===== src/rtl/ps2_pkg.sv =====
`timescale 1ns/1ps
// ps2_pkg: shared definitions for the PS/2 scancode receiver.
//   - ps2_state_e      : frame receiver state encoding
//   - PS2_BREAK/PS2_EXT: break (F0) and extended (E0) prefix bytes
//   - *_DEF            : parameter defaults for ps2_scan_rx
package ps2_pkg;

  typedef enum logic [1:0] {
    IDLE,
    DATA,
    PARITY,
    STOP
  } ps2_state_e;

  localparam logic [7:0] PS2_BREAK = 8'hF0;
  localparam logic [7:0] PS2_EXT   = 8'hE0;

  localparam int unsigned FILTER_LEN_DEF     = 4;
  localparam int unsigned TIMEOUT_CYCLES_DEF = 4096;

endpackage


===== src/rtl/ps2_sync_filter.sv =====
`timescale 1ns/1ps
// ps2_sync_filter: two-flop synchronizers on ps2_clk/ps2_data, a glitch
// filter on the clock, and filtered-clock falling-edge detection.
//   clk, rst_n : system clock, async active-low reset (lines preload to 1)
//   ps2_clk    : raw PS/2 clock      ps2_data : raw PS/2 data
//   fall_edge  : one-cycle pulse on a filtered ps2_clk 1->0 transition
//   data_s     : synchronized ps2_data
module ps2_sync_filter #(
  parameter int unsigned FILTER_LEN = 4
) (
  input  logic clk,
  input  logic rst_n,
  input  logic ps2_clk,
  input  logic ps2_data,
  output logic fall_edge,
  output logic data_s
);
  localparam int unsigned FW = $clog2(FILTER_LEN + 1);

  logic          clk_meta_q, clk_sync_q, data_meta_q, data_sync_q;
  logic          filt_q, filt_d, filt_prev_q;
  logic [FW-1:0] fcnt_q, fcnt_d;

  // Level flips only after FILTER_LEN consecutive samples disagreeing with it.
  always_comb begin
    filt_d = filt_q;
    fcnt_d = '0;
    if (clk_sync_q != filt_q) begin
      if (fcnt_q == FW'(FILTER_LEN - 1)) begin
        filt_d = clk_sync_q;
      end else begin
        fcnt_d = fcnt_q + FW'(1);
      end
    end
  end

  always_ff @(posedge clk or negedge rst_n) begin
    if (!rst_n) begin
      clk_meta_q  <= 1'b1;
      clk_sync_q  <= 1'b1;
      data_meta_q <= 1'b1;
      data_sync_q <= 1'b1;
      filt_q      <= 1'b1;
      filt_prev_q <= 1'b1;
      fcnt_q      <= '0;
    end else begin
      clk_meta_q  <= ps2_clk;
      clk_sync_q  <= clk_meta_q;
      data_meta_q <= ps2_data;
      data_sync_q <= data_meta_q;
      filt_q      <= filt_d;
      filt_prev_q <= filt_q;
      fcnt_q      <= fcnt_d;
    end
  end

  assign fall_edge = filt_prev_q & ~filt_q;
  assign data_s    = data_sync_q;
endmodule


===== src/rtl/ps2_scan_rx.sv =====
`timescale 1ns/1ps
// ps2_scan_rx: PS/2 keyboard scancode receiver (start, 8 data LSB first,
// odd parity, stop). Optional break/extended prefix decoding is enabled by
// defining PS2_BREAK_DECODE_EN; otherwise every good byte is delivered raw.
//   clk, reset         : system clock, async active-low reset
//   ps2_clk, ps2_data  : raw asynchronous PS/2 lines
//   code               : last delivered byte
//   released, extended : break / E0 qualifiers of code
//   valid              : one-cycle strobe, new code delivered
//   err                : one-cycle strobe, frame discarded
module ps2_scan_rx
  import ps2_pkg::*;
#(
  parameter int unsigned FILTER_LEN     = FILTER_LEN_DEF,
  parameter int unsigned TIMEOUT_CYCLES = TIMEOUT_CYCLES_DEF
) (
  input  logic       clk,
  input  logic       reset,
  input  logic       ps2_clk,
  input  logic       ps2_data,
  output logic [7:0] code,
  output logic       released,
  output logic       extended,
  output logic       valid,
  output logic       err
);
  localparam int unsigned TW = $clog2(TIMEOUT_CYCLES + 1);

  logic fall_edge, data_s;

  ps2_sync_filter #(.FILTER_LEN(FILTER_LEN)) u_sync (
    .clk      (clk),
    .rst_n    (reset),
    .ps2_clk  (ps2_clk),
    .ps2_data (ps2_data),
    .fall_edge(fall_edge),
    .data_s   (data_s)
  );

  ps2_state_e    state_q, state_d;
  logic [7:0]    shift_q, shift_d, code_q, code_d;
  logic [2:0]    bit_cnt_q, bit_cnt_d;
  logic [TW-1:0] tmo_q, tmo_d;
  logic          par_q, par_d;
  logic          released_q, released_d, extended_q, extended_d;
  logic          valid_q, valid_d, err_q, err_d;
  logic          pend_brk_q, pend_brk_d, pend_ext_q, pend_ext_d;
  logic          timeout, frame_ok;

  // An edge restarts the idle count, so timeout never coincides with one.
  assign timeout  = (state_q != IDLE) && !fall_edge && (tmo_q == TW'(TIMEOUT_CYCLES - 1));
  assign frame_ok = (^shift_q ^ par_q) && data_s;

  always_ff @(posedge clk or negedge reset) begin
    if (!reset) begin
      state_q    <= IDLE;
      shift_q    <= '0;
      bit_cnt_q  <= '0;
      tmo_q      <= '0;
      par_q      <= 1'b0;
      code_q     <= '0;
      released_q <= 1'b0;
      extended_q <= 1'b0;
      valid_q    <= 1'b0;
      err_q      <= 1'b0;
      pend_brk_q <= 1'b0;
      pend_ext_q <= 1'b0;
    end else begin
      state_q    <= state_d;
      shift_q    <= shift_d;
      bit_cnt_q  <= bit_cnt_d;
      tmo_q      <= tmo_d;
      par_q      <= par_d;
      code_q     <= code_d;
      released_q <= released_d;
      extended_q <= extended_d;
      valid_q    <= valid_d;
      err_q      <= err_d;
      pend_brk_q <= pend_brk_d;
      pend_ext_q <= pend_ext_d;
    end
  end

  always_comb begin
    state_d = state_q;
    unique case (state_q)
      IDLE:    if (fall_edge && !data_s) state_d = DATA;
      DATA:    if (fall_edge && bit_cnt_q == 3'd7) state_d = PARITY;
      PARITY:  if (fall_edge) state_d = STOP;
      STOP:    if (fall_edge) state_d = IDLE;
      default: state_d = IDLE;
    endcase
    if (timeout) state_d = IDLE;
  end

  // Prefix flags exist in both builds; only the decode build ever sets them,
  // so the raw build delivers released/extended as 0 through the same path.
  always_comb begin
    shift_d    = shift_q;
    bit_cnt_d  = bit_cnt_q;
    par_d      = par_q;
    code_d     = code_q;
    released_d = released_q;
    extended_d = extended_q;
    pend_brk_d = pend_brk_q;
    pend_ext_d = pend_ext_q;
    valid_d    = 1'b0;
    err_d      = 1'b0;
    tmo_d      = (state_q == IDLE || fall_edge) ? '0 : tmo_q + TW'(1);

    if (fall_edge) begin
      unique case (state_q)
        IDLE: begin
          shift_d   = '0;
          bit_cnt_d = '0;
        end
        DATA: begin
          shift_d   = {data_s, shift_q[7:1]};
          bit_cnt_d = bit_cnt_q + 3'd1;
        end
        PARITY: par_d = data_s;
        STOP: begin
          if (!frame_ok) begin
            err_d      = 1'b1;
            pend_brk_d = 1'b0;
            pend_ext_d = 1'b0;
`ifdef PS2_BREAK_DECODE_EN
          end else if (shift_q == PS2_BREAK) begin
            pend_brk_d = 1'b1;
          end else if (shift_q == PS2_EXT) begin
            pend_ext_d = 1'b1;
`endif
          end else begin
            valid_d    = 1'b1;
            code_d     = shift_q;
            released_d = pend_brk_q;
            extended_d = pend_ext_q;
            pend_brk_d = 1'b0;
            pend_ext_d = 1'b0;
          end
        end
        default: ;
      endcase
    end

    if (timeout) begin
      err_d      = 1'b1;
      shift_d    = '0;
      bit_cnt_d  = '0;
      tmo_d      = '0;
      pend_brk_d = 1'b0;
      pend_ext_d = 1'b0;
    end
  end

  assign code     = code_q;
  assign released = released_q;
  assign extended = extended_q;
  assign valid    = valid_q;
  assign err      = err_q;
endmodule


===== config.mk =====
export PLATFORM = sky130hd
export DESIGN_NAME = ps2_scan_rx
export DESIGN_NICKNAME = d
export VERILOG_FILES = /design/src/rtl/ps2_pkg.sv /design/src/rtl/ps2_sync_filter.sv /design/src/rtl/ps2_scan_rx.sv
export SDC_FILE = /design/constraint.sdc
export NUM_CORES = 1
export LEC_CHECK = 0
export BUFFER_PORTS_ARGS = -buffer_cell sky130_fd_sc_hd__buf_4
export CORE_ASPECT_RATIO = 0.6
export CORE_MARGIN = 2
export CORE_UTILIZATION = 50
export CTS_BUF_LIST = sky130_fd_sc_hd__clkbuf_8
export DETAILED_ROUTE_END_ITERATION = 16
export PLACE_DENSITY = 0.68
export REMOVE_ABC_BUFFERS = 1
export SLEW_MARGIN = 10
export SYNTH_ARGS = -nofsm -noshare
export SYNTH_HDL_FRONTEND = slang
export SYNTH_SLANG_ARGS = --single-unit

===== constraint.sdc =====
create_clock -name clk -period 2.5 [get_ports clk]
set_clock_uncertainty 0.15 [all_clocks]
set_input_delay 0.5 -clock clk [delete_from_list [all_inputs] [get_ports clk]]
set_output_delay 0.5 -clock clk [all_outputs]
set_load 0.02 [all_outputs]

# After elaboration in Yosys (flattened, before gate mapping)
# Index checks and enable logic that the tools add are counted.
# word_totals
wordCells	80
inputBits	4
output_inout_bits	12
regBits	48
# op_classes
n_mux	26
addsub	3
reduce_logical	20
n_eq_ne	11
bitwise	3
# ops
cell	n
2-to-1 mux 13 bit	2
2-to-1 mux 8 bit	2
one-hot mux 8 bit (2 select lines)	1
adder 13 x 1 -> 13 bit, second input constant	1
== test 13 x 12 -> 1 bit, second input constant	1
2-to-1 mux 3 bit	4
inequality test 3 bit, second input constant	4
2-to-1 mux 1 bit	10
2-to-1 mux 2 bit	5
one-hot mux 2 bit (4 select lines)	1
AND reduction 2 bit	4
parity 8 bit	1
adder 3 x 1 -> 3 bit, second input constant	2
one-hot mux 3 bit (2 select lines)	1
nonzero test 2 bit	3
logical AND 1 bit	5
== test 2 bit, second input constant	2
AND reduction 4 bit	1
== test 3 x 2 -> 1 bit, second input constant	1
== test 3 bit, second input constant	1
AND reduction 3 bit	1
nonzero test 3 bit	1
== test 2 x 1 -> 1 bit, second input constant	1
zero test 1 bit	2
6 further kinds	6

# Longest topological paths before layout
# Gate-level depths: netlist (run 1).
# logic_depth
ltp_word	7
depth_mapped	6
ltp_nobuf	6

# By module
# Synthesis (run 1) repeated with hierarchy kept, for this count alone.
# unflattened
hier_cells	188
hier_area_um2	2149.6
# by_module_without_submodules
module	seq_area_each_um2	cells_each	area_per_inst_um2	n_inst
ps2_scan_rx	925.9	171	1831.8	1
ps2_sync_filter	232.7	17	317.8	1

# Least setup slack after synthesis (run 1)
# No wires, ideal clock.
# synth_timing
kind	register to register
startpoint	register shift_q[4]
endpoint	register code_q[0], in the netlist code[0]
setup_slack_ps	535
stages_incl_launch_ff	5
arrival_time_ps	1690
path_buffers	0
period_less_slack_ps	1965
setup_ps	125
required_time_ps	2225
path_cell_list	dfrtp_1 -> xor2_1 -> xnor3_2 -> mux2i_4 -> mux2_2
# synth_via
elab_chain_cells	4
# synth_rtl
element	line	text
start, declared	ps2_scan_rx.sv:41	logic [7:0] shift_q, shift_d, code_q, code_d;
start signal, assigned	ps2_scan_rx.sv:70	shift_q <= shift_d;
parity 8 bit	ps2_scan_rx.sv:52	assign frame_ok = (^shift_q ^ par_q) && data_s;
XOR 1 bit	ps2_scan_rx.sv:52	
logical AND 1 bit	ps2_scan_rx.sv:52	
AND reduction 3 bit (no source line)	n/a	
end signal, assigned	ps2_scan_rx.sv:74	code_q <= code_d;
end, declared	ps2_scan_rx.sv:41	
# No other way between the ends.
# A chain may end at the register's enable or synchronous reset.

# Worst setup path in the final report (run 1)
# layout_timing
startpoint	register tmo_q[0]
endpoint	register state_q[0]
# layout_via
elab_chain_cells	4
elab_cells_between_ends	8
classes_between	eq/ne (5); mux (1); reduce/logical (2)
# layout_rtl
element	line	text
start, declared	ps2_scan_rx.sv:43	logic [TW-1:0] tmo_q, tmo_d;
start signal, assigned	ps2_scan_rx.sv:72	tmo_q <= tmo_d;
== test 13 x 12 -> 1 bit *	ps2_scan_rx.sv:51	assign timeout = (state_q != IDLE) && !fall_edge && (tmo_q == TW'(TIMEOUT_CYCLES - 1));
logical AND 1 bit *	ps2_scan_rx.sv:51	
inequality test 3 bit (no source line)	n/a	
AND reduction 4 bit (no source line)	n/a	
end signal, assigned	ps2_scan_rx.sv:69	state_q <= state_d;
end, declared	ps2_scan_rx.sv:40	ps2_state_e state_q, state_d;
# Mark *: on every way between the ends. The rest lies on a longest branch, timed or not.

==> metrics.txt, run 1 <==
post-synthesis share of cell area spent on full adders, half adders and majority gates=5.34%; maximum fanout along the worst path=13; maximum number of pins on one net before global-route repair=47; number of primary I/O pins=16; proportion of netlist area held by the largest area contributor=47.5%; Area Overhead vs Synth=12.3%; via density per instance=5.19; number of sinks on the clock net=46; Min Clock Period, post-route=2170 ps; final setup violation count=0; area of the core region=4080 um2; DIE AREA=4770 um2; part of the cycle the worst path needs=86.7%; TritonCTS clock tree=yes; total routing usage reported by global routing=17.5%; peak clock frequency supported by timing=461 MHz; Post-Syn Area=2110 um2; Req. time, crit path=2510 ps; wire length of the first global-routing pass=6150 um; largest cells by area after synthesis=dfrtp_1 48%, dfstp_2 7.5%, ha_1 5.3%; list of most frequent post-synthesis cells=40 x dfrtp_1, 25 x nor2_1, 12 x a22oi_1; Inserted Diodes=0; clock root buffer master=clkbuf_8; leftover overflow at the end of global routing=0; power per cell area=1050 nW/um2; worst vdd ir=0.632 mV; cells traversed along the worst timing path=ha_1, nand3_1, nor4_1, and2_1, nor3_1; cell at the slowest stage of the critical path=and2_1; # DRC=0; number of buffers on the longest clock path=2; M2 GR Usage=25.0%; instance count of the mapped netlist=180; wire per inst=14.2 um; Die Ht=54.3 um; number of flip-flops and latches in the synthesized netlist=46; area fraction in compound gates after synthesis=7.07%; cells resized by post-CTS repair=0; Placed Instance Area=2280 um2; CTS buffer count=5; top cell type by total area after synthesis=dfrtp_1; met3 track demand over resource in global routing=4.98%; post-route ant nets=0; H-tree depth reported by CTS=2; data arrival time of the critical path=2180 ps; Final Worst Setup Slack=333 ps; proportion of synthesized area in mux cells=6.89%; number of nets in the final layout=211; Worst Tran Pin Value=570 ps; busiest metal layer after global routing=met1; Rows=18; clock network latency to the later pin of the worst-skew pair=300 ps; input/output buffers=13; synthesis warning total=0; normalized max-slew margin=62.0%; Post-Place Setup Slack=337 ps; First DRT Iteration DRCs=44; share of the synthesized netlist area taken by xor and xnor gates=8.14%; Netlist cell types=38; chip width=87.8 um; Crit path buffers/inverters=0; flip-flop cell with the highest count after synthesis=dfrtp_1; mean instance size in the synthesized netlist=11.7 um2; post-route cell area=2370 um2; endpoint kind of the worst setup timing path=flip-flop; simple-gate portion of the synthesized area=15.3%; combinational family with the most area after synthesis=simple AND/OR/NAND/NOR gates; post-CTS setup-driven buffer insertion count=0; effective utilization at floorplan=51.7%; final-report hold violation count=0; share of cells above drive strength 1=22.6%; pins over their slew limit=0; hold bufs inserted after CTS=0; Worst Hold Class=in -> async; setup TNS=0 ps; crit start category=flip-flop; via count=1345; async set-or-reset flop fraction in the synthesized netlist=100%; number of antenna violations at the first check in global routing=0; largest stage delay on the critical path=530 ps; path type of the worst setup path=reg -> reg; Top Family by Delay on Critical Path=simple AND/OR/NAND/NOR gates; clock transition at the register clock pins on the worst setup and hold paths after CTS=90 ps; top-count cell post-synth=dfrtp_1; routability-driven placement congestion ratio=0.809; maxcap violations=0; Detailed Route WL=3690 um; vias in the first global route=1282; number of synthesized flops with an enable pin=0; leakage power summed over all cells=1.13 nW; run status=finished clean; HPWL after detailed placement=2630 um; met1 track utilization from global routing=26.3%; share of synthesized area occupied by flip-flops and latches=55.0%; unrepaired setup endpoints after global routing=false; first-pass detailed-route iteration total=4
[placed cells by master, fill, tap and decap left out, drive strengths merged, types with 3 or more instances in the layout]
cell type   n
dfrtp      40
nor2       25
buf        16
a22oi      12
mux2       10
ha          9
nand2       8
xnor2       7
xor2        7
dfstp       6
nor3        5
clkbuf      5
inv         4
o21ai       4
and2        3
nand3       3
nand4       3
a21oi       3
[state kept, by name (all words and copies together), names as in the netlist, 2 cells and up]
| name | count |
|---|---|
| code | 8 |
| bit_cnt_q | 3 |
| state_q | 2 |
| tmo_q | 13 |
| shift_q | 8 |
| u_sync.fcnt_q | 3 |
[metrics by stage]
step | cells | utilization (%) | power [mW] | hold WS [ps]
final | 259 | 58.0 | 2.49 | 45.7
after detailed placement | 251 | 55.8 | 2.07 | 199
after global placement | 251 | 55.8 | 2.02 | 197
after floorplan | 175 | - | 1.79 | 54.4
after CTS | 259 | 58.0 | 2.52 | 63.4
after global routing | 259 | 58.0 | 2.68 | 88.5
[layout make-up]
| cell class | instances | area, um2 |
|---|---|---|
| clock buffer | 5 | 68.8 |
| timing repair buffer | 16 | 120 |
| clock inverter | 3 | 21.3 |
| multi-input combinational | 125 | 907 |
| inverter | 4 | 15.0 |
| sequential | 46 | 1160 |
| tap | 60 | 75.1 |
| fill | 338 | 1710 |
[worst paths after layout]
| path | cells after the start | end | slack [ps] | start |
|---|---|---|---|---|
| setup reg to reg | 5 | state_q[0] | 330 | tmo_q[0] |
| min in group clk | 1 | u_sync.data_meta_q | 160 | ps2_data |
| hold / removal | 1 | shift_q[1] | 50 | reset |
| hold reg to reg | 0 | u_sync.clk_sync_q | 210 | u_sync.clk_meta_q |
| max in group asynchronous | 1 | u_sync.filt_q | 1760 | reset |
| setup / recovery | 5 | state_q[0] | 330 | tmo_q[0] |
[routing by layer]
layer	share of wire, %	up-vias
met2	41	36
li1	-	660
met1	53	647
met5	0	-
met3	5.3	2
met4	0.38	0
[logic make-up after synthesis]
family	after synthesis
multiplexers	12
AND/OR/NAND/NOR	64
XOR/XNOR	16
AO/OA/AOI/OAI	22
flip-flops	46
adder cells (fa/ha/maj)	9
buffers and inverters	10
other	1
[where the power goes]
group	total [mW]	internal [mW]	switching [mW]
sequential	1.09	0.931	0.156
clock	0.448	0.197	0.251
combinational	0.959	0.478	0.482
[worst register-to-register path, cell delays in order, from the launching register on]
cell and delay (ps):
dfrtp_1 380, ha_1 190, nand3_1 170, nor4_1 490, and2_1 530, nor3_1 130
Note: power is estimated with default switching activity, not from simulation.
==> inputs of run 2 (changes only) <==
- REMOVE_ABC_BUFFERS: 1 -> unset
==> metrics.txt, run 2 (synthesis results as in run 1) <==
run status=finished clean (unchanged); maximum number of pins on one net before global-route repair=47 (unchanged); hold bufs inserted after CTS=0 (unchanged); power per cell area=1080 nW/um2 (was 1050 nW/um2); clock transition at the register clock pins on the worst setup and hold paths after CTS=80 ps (was 90 ps); maxcap violations=0 (unchanged); cell at the slowest stage of the critical path=and2_1 (unchanged); clock root buffer master=clkbuf_8 (unchanged); total power of the final layout=2.58 mW (was 2.49 mW); commonest cells after routing, fill and taps aside=40 x dfrtp_1, 25 x nor2_1, 16 x buf_4 (unchanged); DIE AREA=4770 um2 (unchanged); Req. time, crit path=2520 ps (was 2510 ps); post-route ant nets=0 (unchanged); wire per inst=14.6 um (was 14.2 um); First DRT Iteration DRCs=73 (was 44); Rows=18 (unchanged); input/output buffers=13 (unchanged); number of sinks on the clock net=46 (unchanged); via count=1355 (was 1345); Die Ht=54.3 um (unchanged); CTS buffer count=5 (unchanged); cells traversed along the worst timing path=ha_1, nand3_1, nor4_1, and2_1, nor3_1 (unchanged); vias in the first global route=1364 (was 1282); largest stage delay on the critical path=520 ps (was 530 ps); Core Util, Final=58.4% (was 58.0%); number of nets in the final layout=211 (unchanged); final setup violation count=0 (unchanged); Area Overhead vs Synth=13.1% (was 12.3%); post-CTS setup-driven buffer insertion count=0 (unchanged); path type of the worst setup path=reg -> reg (unchanged); post-route non-filler standard cell count=259 (unchanged); Min Clock Period, post-route=2180 ps (was 2170 ps); leftover overflow at the end of global routing=0 (unchanged); effective utilization at floorplan=51.7% (unchanged); setup TNS=0 ps (unchanged); clock network latency to the later pin of the worst-skew pair=300 ps (about the same); data arrival time of the critical path=2200 ps (was 2180 ps); unrepaired setup endpoints after global routing=false (unchanged); final-layout fill cell count=336 (was 338); number of primary I/O pins=16 (unchanged); # DRC=0 (unchanged); chip width=87.8 um (unchanged); final-report hold violation count=0 (unchanged); number of antenna violations at the first check in global routing=0 (unchanged); Placed Cells=251 (unchanged); number of flip-flops in the largest register=13 (unchanged); Worst Hold Class=in -> async (unchanged); H-tree depth reported by CTS=2 (unchanged); routability-driven placement congestion ratio=0.842 (was 0.809); pins over their slew limit=0 (unchanged); crit start category=flip-flop (unchanged); Top Family by Delay on Critical Path=simple AND/OR/NAND/NOR gates (unchanged); HPWL after detailed placement=2770 um (was 2630 um); peak clock frequency supported by timing=459 MHz (was 461 MHz); wire length of the first global-routing pass=6220 um (was 6150 um); most common cell after layout, fill and taps aside=dfrtp_1 (unchanged); Detailed Route WL=3790 um (was 3690 um); register with the highest flop count=tmo_q (unchanged); endpoint kind of the worst setup timing path=flip-flop (unchanged); Inserted Diodes=0 (unchanged); worst vdd ir=0.537 mV (was 0.632 mV); part of the cycle the worst path needs=87.1% (was 86.7%); Crit path buffers/inverters=0 (unchanged); maximum fanout along the worst path=13 (unchanged); total routing usage reported by global routing=17.9% (was 17.5%); Worst Tran Pin Value=558 ps (was 570 ps); share of cells above drive strength 1=21.6% (was 22.6%); number of buffers on the longest clock path=2 (unchanged); final-layout worst hold slack=32.9 ps (was 45.7 ps); via density per instance=5.23 (was 5.19); first-pass detailed-route iteration total=4 (unchanged); cells resized by post-CTS repair=0 (unchanged); leakage power summed over all cells=1.14 nW (was 1.13 nW); TritonCTS clock tree=yes (unchanged); area of the core region=4080 um2 (unchanged); normalized max-slew margin=62.8% (was 62.0%)
[run 2: changes by cell type in the layout (fill, tap and decap cells not counted), sizes merged]
cell	change
clkinv	-2
inv	+2
bufinv	+1
clkinvlp	-1
[run 2: path summary, 6_finish.rpt]
kind                                          from                 end  slack [ps]  cells after the start
worst max-delay path                      tmo_q[0]          state_q[0]         320                      5
worst min-delay path                         reset            tmo_q[9]          30                      1
worst max register to register            tmo_q[0]          state_q[0]         320                      5
worst min register to register  u_sync.data_meta_q       u_sync.data_s         210                      0
max in group asynchronous                    reset   u_sync.clk_sync_q        1780                      1
min in group clk                          ps2_data  u_sync.data_meta_q         150                      1
[run 2: routing by layer]
layer / up-vias / global-route usage (%) / wire (um)
li1: 654 / - / -
met1: 669 / 25.7 / 1890
met2: 23 / 25.1 / 1680
met3: 9 / 5.28 / 142
met4: 0 / 8.46 / 73
met5: - / 0 / 0
[run 2: per-stage QoR]
stage                     area, um2  setup WS [ps]
after floorplan                2110            535
after global placement         2280            428
after detailed placement       2280            305
after CTS                      2380            303
after global routing           2380            131
final                          2380            324
[run 2: area by class of cell]
type,instances,area [um2],area share (%)
repair buffers,16,120,5.04
multi-input cells,125,907,38.1
flip-flops and latches,46,1160,48.6
inverters,4,15.0,0.630
clock buffers,5,68.8,2.89
well taps,60,75.1,3.15
clock inverters,3,37.5,1.58
[run 2: report_power, final]
| part | total (mW) | leakage (nW) | internal (mW) | switching (mW) |
|---|---|---|---|---|
| combinational | 0.970 | 0.478 | 0.478 | 0.491 |
| clock | 0.531 | 0.0607 | 0.291 | 0.240 |
| sequential | 1.08 | 0.605 | 0.931 | 0.153 |
==> inputs of run 3 (changes only) <==
- clock period: 2.5 -> 2.72 ns (I/O delays scaled with it)
==> metrics.txt, run 3 (synthesis results as in run 1) <==
run status=finished clean (unchanged); Placed Cells=250 (was 251); area of the multi-input gates=907 um2 (unchanged); pins over their slew limit=0 (unchanged); Inserted Diodes=0 (unchanged); endpoint kind of the worst setup timing path=flip-flop (unchanged); post-route non-filler standard cell count=258 (was 259); First DRT Iteration DRCs=54 (was 73); setup TNS=0 ps (unchanged); Psw=824 uW (was 884 uW); cell at the slowest stage of the critical path=and2_1 (unchanged); crit start category=flip-flop (unchanged); clock network latency to the later pin of the worst-skew pair=300 ps (about the same); TritonCTS clock tree=yes (unchanged); routability-driven placement congestion ratio=0.807 (was 0.842); H-tree depth reported by CTS=2 (unchanged); commonest cells after routing, fill and taps aside=40 x dfrtp_1, 25 x nor2_1, 15 x buf_4 (was 40 x dfrtp_1, 25 x nor2_1, 16 x buf_4); Req. time, crit path=2740 ps (was 2520 ps); first-pass detailed-route iteration total=5 (was 4); normalized max-slew margin=62.1% (was 62.8%); part of the cycle the worst path needs=79.9% (was 87.1%); Rows=18 (unchanged); maxcap violations=0 (unchanged); register area=1160 um2 (unchanged); HPWL after detailed placement=2720 um (was 2770 um); number of nets in the final layout=210 (was 211); final-layout fill cell count=321 (was 336); worst vdd ir=0.544 mV (was 0.537 mV); Detailed Route WL=3830 um (was 3790 um); post-route ant nets=0 (unchanged); Post-Place Setup Slack=541 ps (was 305 ps); data arrival time of the critical path=2190 ps (was 2200 ps); Sw Ratio=33.0% (was 34.2%); via count=1385 (was 1355); number of antenna violations at the first check in global routing=0 (unchanged); clock transition at the register clock pins on the worst setup and hold paths after CTS=90 ps (was 80 ps); share of total power in combinational logic=35.4% (was 37.5%); Area Overhead vs Synth=14.4% (was 13.1%); peak clock frequency supported by timing=460 MHz (was 459 MHz); # DRC=0 (unchanged); cells resized by post-CTS repair=0 (unchanged); cells traversed along the worst timing path=ha_1, nand3_1, nor4_1, and2_1, nor3_1 (unchanged); effective utilization at floorplan=51.7% (unchanged); hold bufs inserted after CTS=0 (unchanged); number of sinks on the clock net=46 (unchanged); unrepaired setup endpoints after global routing=false (unchanged); leakage power summed over all cells=1.15 nW (was 1.14 nW); Min Clock Period, post-route=2170 ps (was 2180 ps); share of cells above drive strength 1=22.2% (was 21.6%); clock network fraction of design power=24.7% (was 20.5%); number of buffers on the longest clock path=2 (unchanged); vias in the first global route=1321 (was 1364); number of primary I/O pins=16 (unchanged); register with the highest flop count=tmo_q (unchanged); clock root buffer master=clkbuf_8 (unchanged); input/output buffers=13 (unchanged); maximum fanout along the worst path=13 (unchanged); wire length of the first global-routing pass=6400 um (was 6220 um); chip width=87.8 um (unchanged); Final Worst Setup Slack=546 ps (was 324 ps); DIE AREA=4770 um2 (unchanged); Worst Tran Pin Value=569 ps (was 558 ps); area of the core region=4080 um2 (unchanged); path type of the worst setup path=reg -> reg (unchanged); total routing usage reported by global routing=18.3% (was 17.9%); Worst Hold Class=in -> async (unchanged); largest stage delay on the critical path=530 ps (was 520 ps); wire per inst=14.8 um (was 14.6 um); via density per instance=5.37 (was 5.23); maximum number of pins on one net before global-route repair=47 (unchanged); internal portion of total power=1.68 mW (was 1.70 mW); final setup violation count=0 (unchanged); CTS buffer count=5 (unchanged); Die Ht=54.3 um (unchanged); number of flip-flops in the largest register=13 (unchanged); most common cell after layout, fill and taps aside=dfrtp_1 (unchanged); leftover overflow at the end of global routing=0 (unchanged); power per cell area=1040 nW/um2 (was 1080 nW/um2); post-CTS setup-driven buffer insertion count=0 (unchanged); sequential share of power=39.9% (was 41.9%); final-report hold violation count=0 (unchanged)
## run 3: path summary, 6_finish.rpt
kind,slack [ps],cells past startpoint,end,startpoint
setup / recovery,550,5,state_q[0],tmo_q[0]
hold / removal,80,1,state_q[0],reset
setup reg to reg,550,5,state_q[0],tmo_q[0]
hold reg to reg,210,0,u_sync.data_s,u_sync.data_meta_q
max in group asynchronous,1940,1,u_sync.clk_sync_q,reset
min in group clk,200,1,u_sync.data_meta_q,ps2_data
## run 3: critical path, delay by kind of cell (launching register included)
family                     cells  cell delay (ps)
and+or+nand+nor                4             1330
adders and majority gates      1              190
DFF                            1              370
## run 3: metal layers
metal / up-vias / share of wire (%) / global-route usage [%]
met5: - / 0 / 0
met4: 0 / 0.10 / 6.41
met3: 2 / 4.3 / 5.58
met2: 25 / 45 / 27.9
met1: 698 / 50 / 25.3
li1: 660 / - / -
## run 3: power groups by stage
stage | Clock (mW) | Combinational [mW] | Sequential (mW)
floorplan | 0 | 0.656 | 0.998
global placement | 0 | 0.836 | 0.993
detailed placement | 0 | 0.881 | 1.01
CTS | 0.630 | 0.886 | 0.996
global route | 0.660 | 0.982 | 1.02
finish | 0.618 | 0.885 | 0.998
## run 3: final cells by class
cell class                 instances  area share, %
clock buffer                       6           3.43
clock inverter                     2           2.49
inverter                           4          0.623
multi-input combinational        125           37.6
sequential                        46           48.1
tap                               60           3.11
timing repair buffer              15           4.67
## run 3: metrics by stage
step	power [mW]	hold slack (ps)	instance area [um2]	utilization (%)
floorplan	1.65	98.4	2110	-
global placement	1.83	196	2270	55.6
detailed placement	1.89	202	2270	55.6
CTS	2.51	102	2410	59.1
global route	2.67	115	2410	59.1
finish	2.50	84.6	2410	59.1
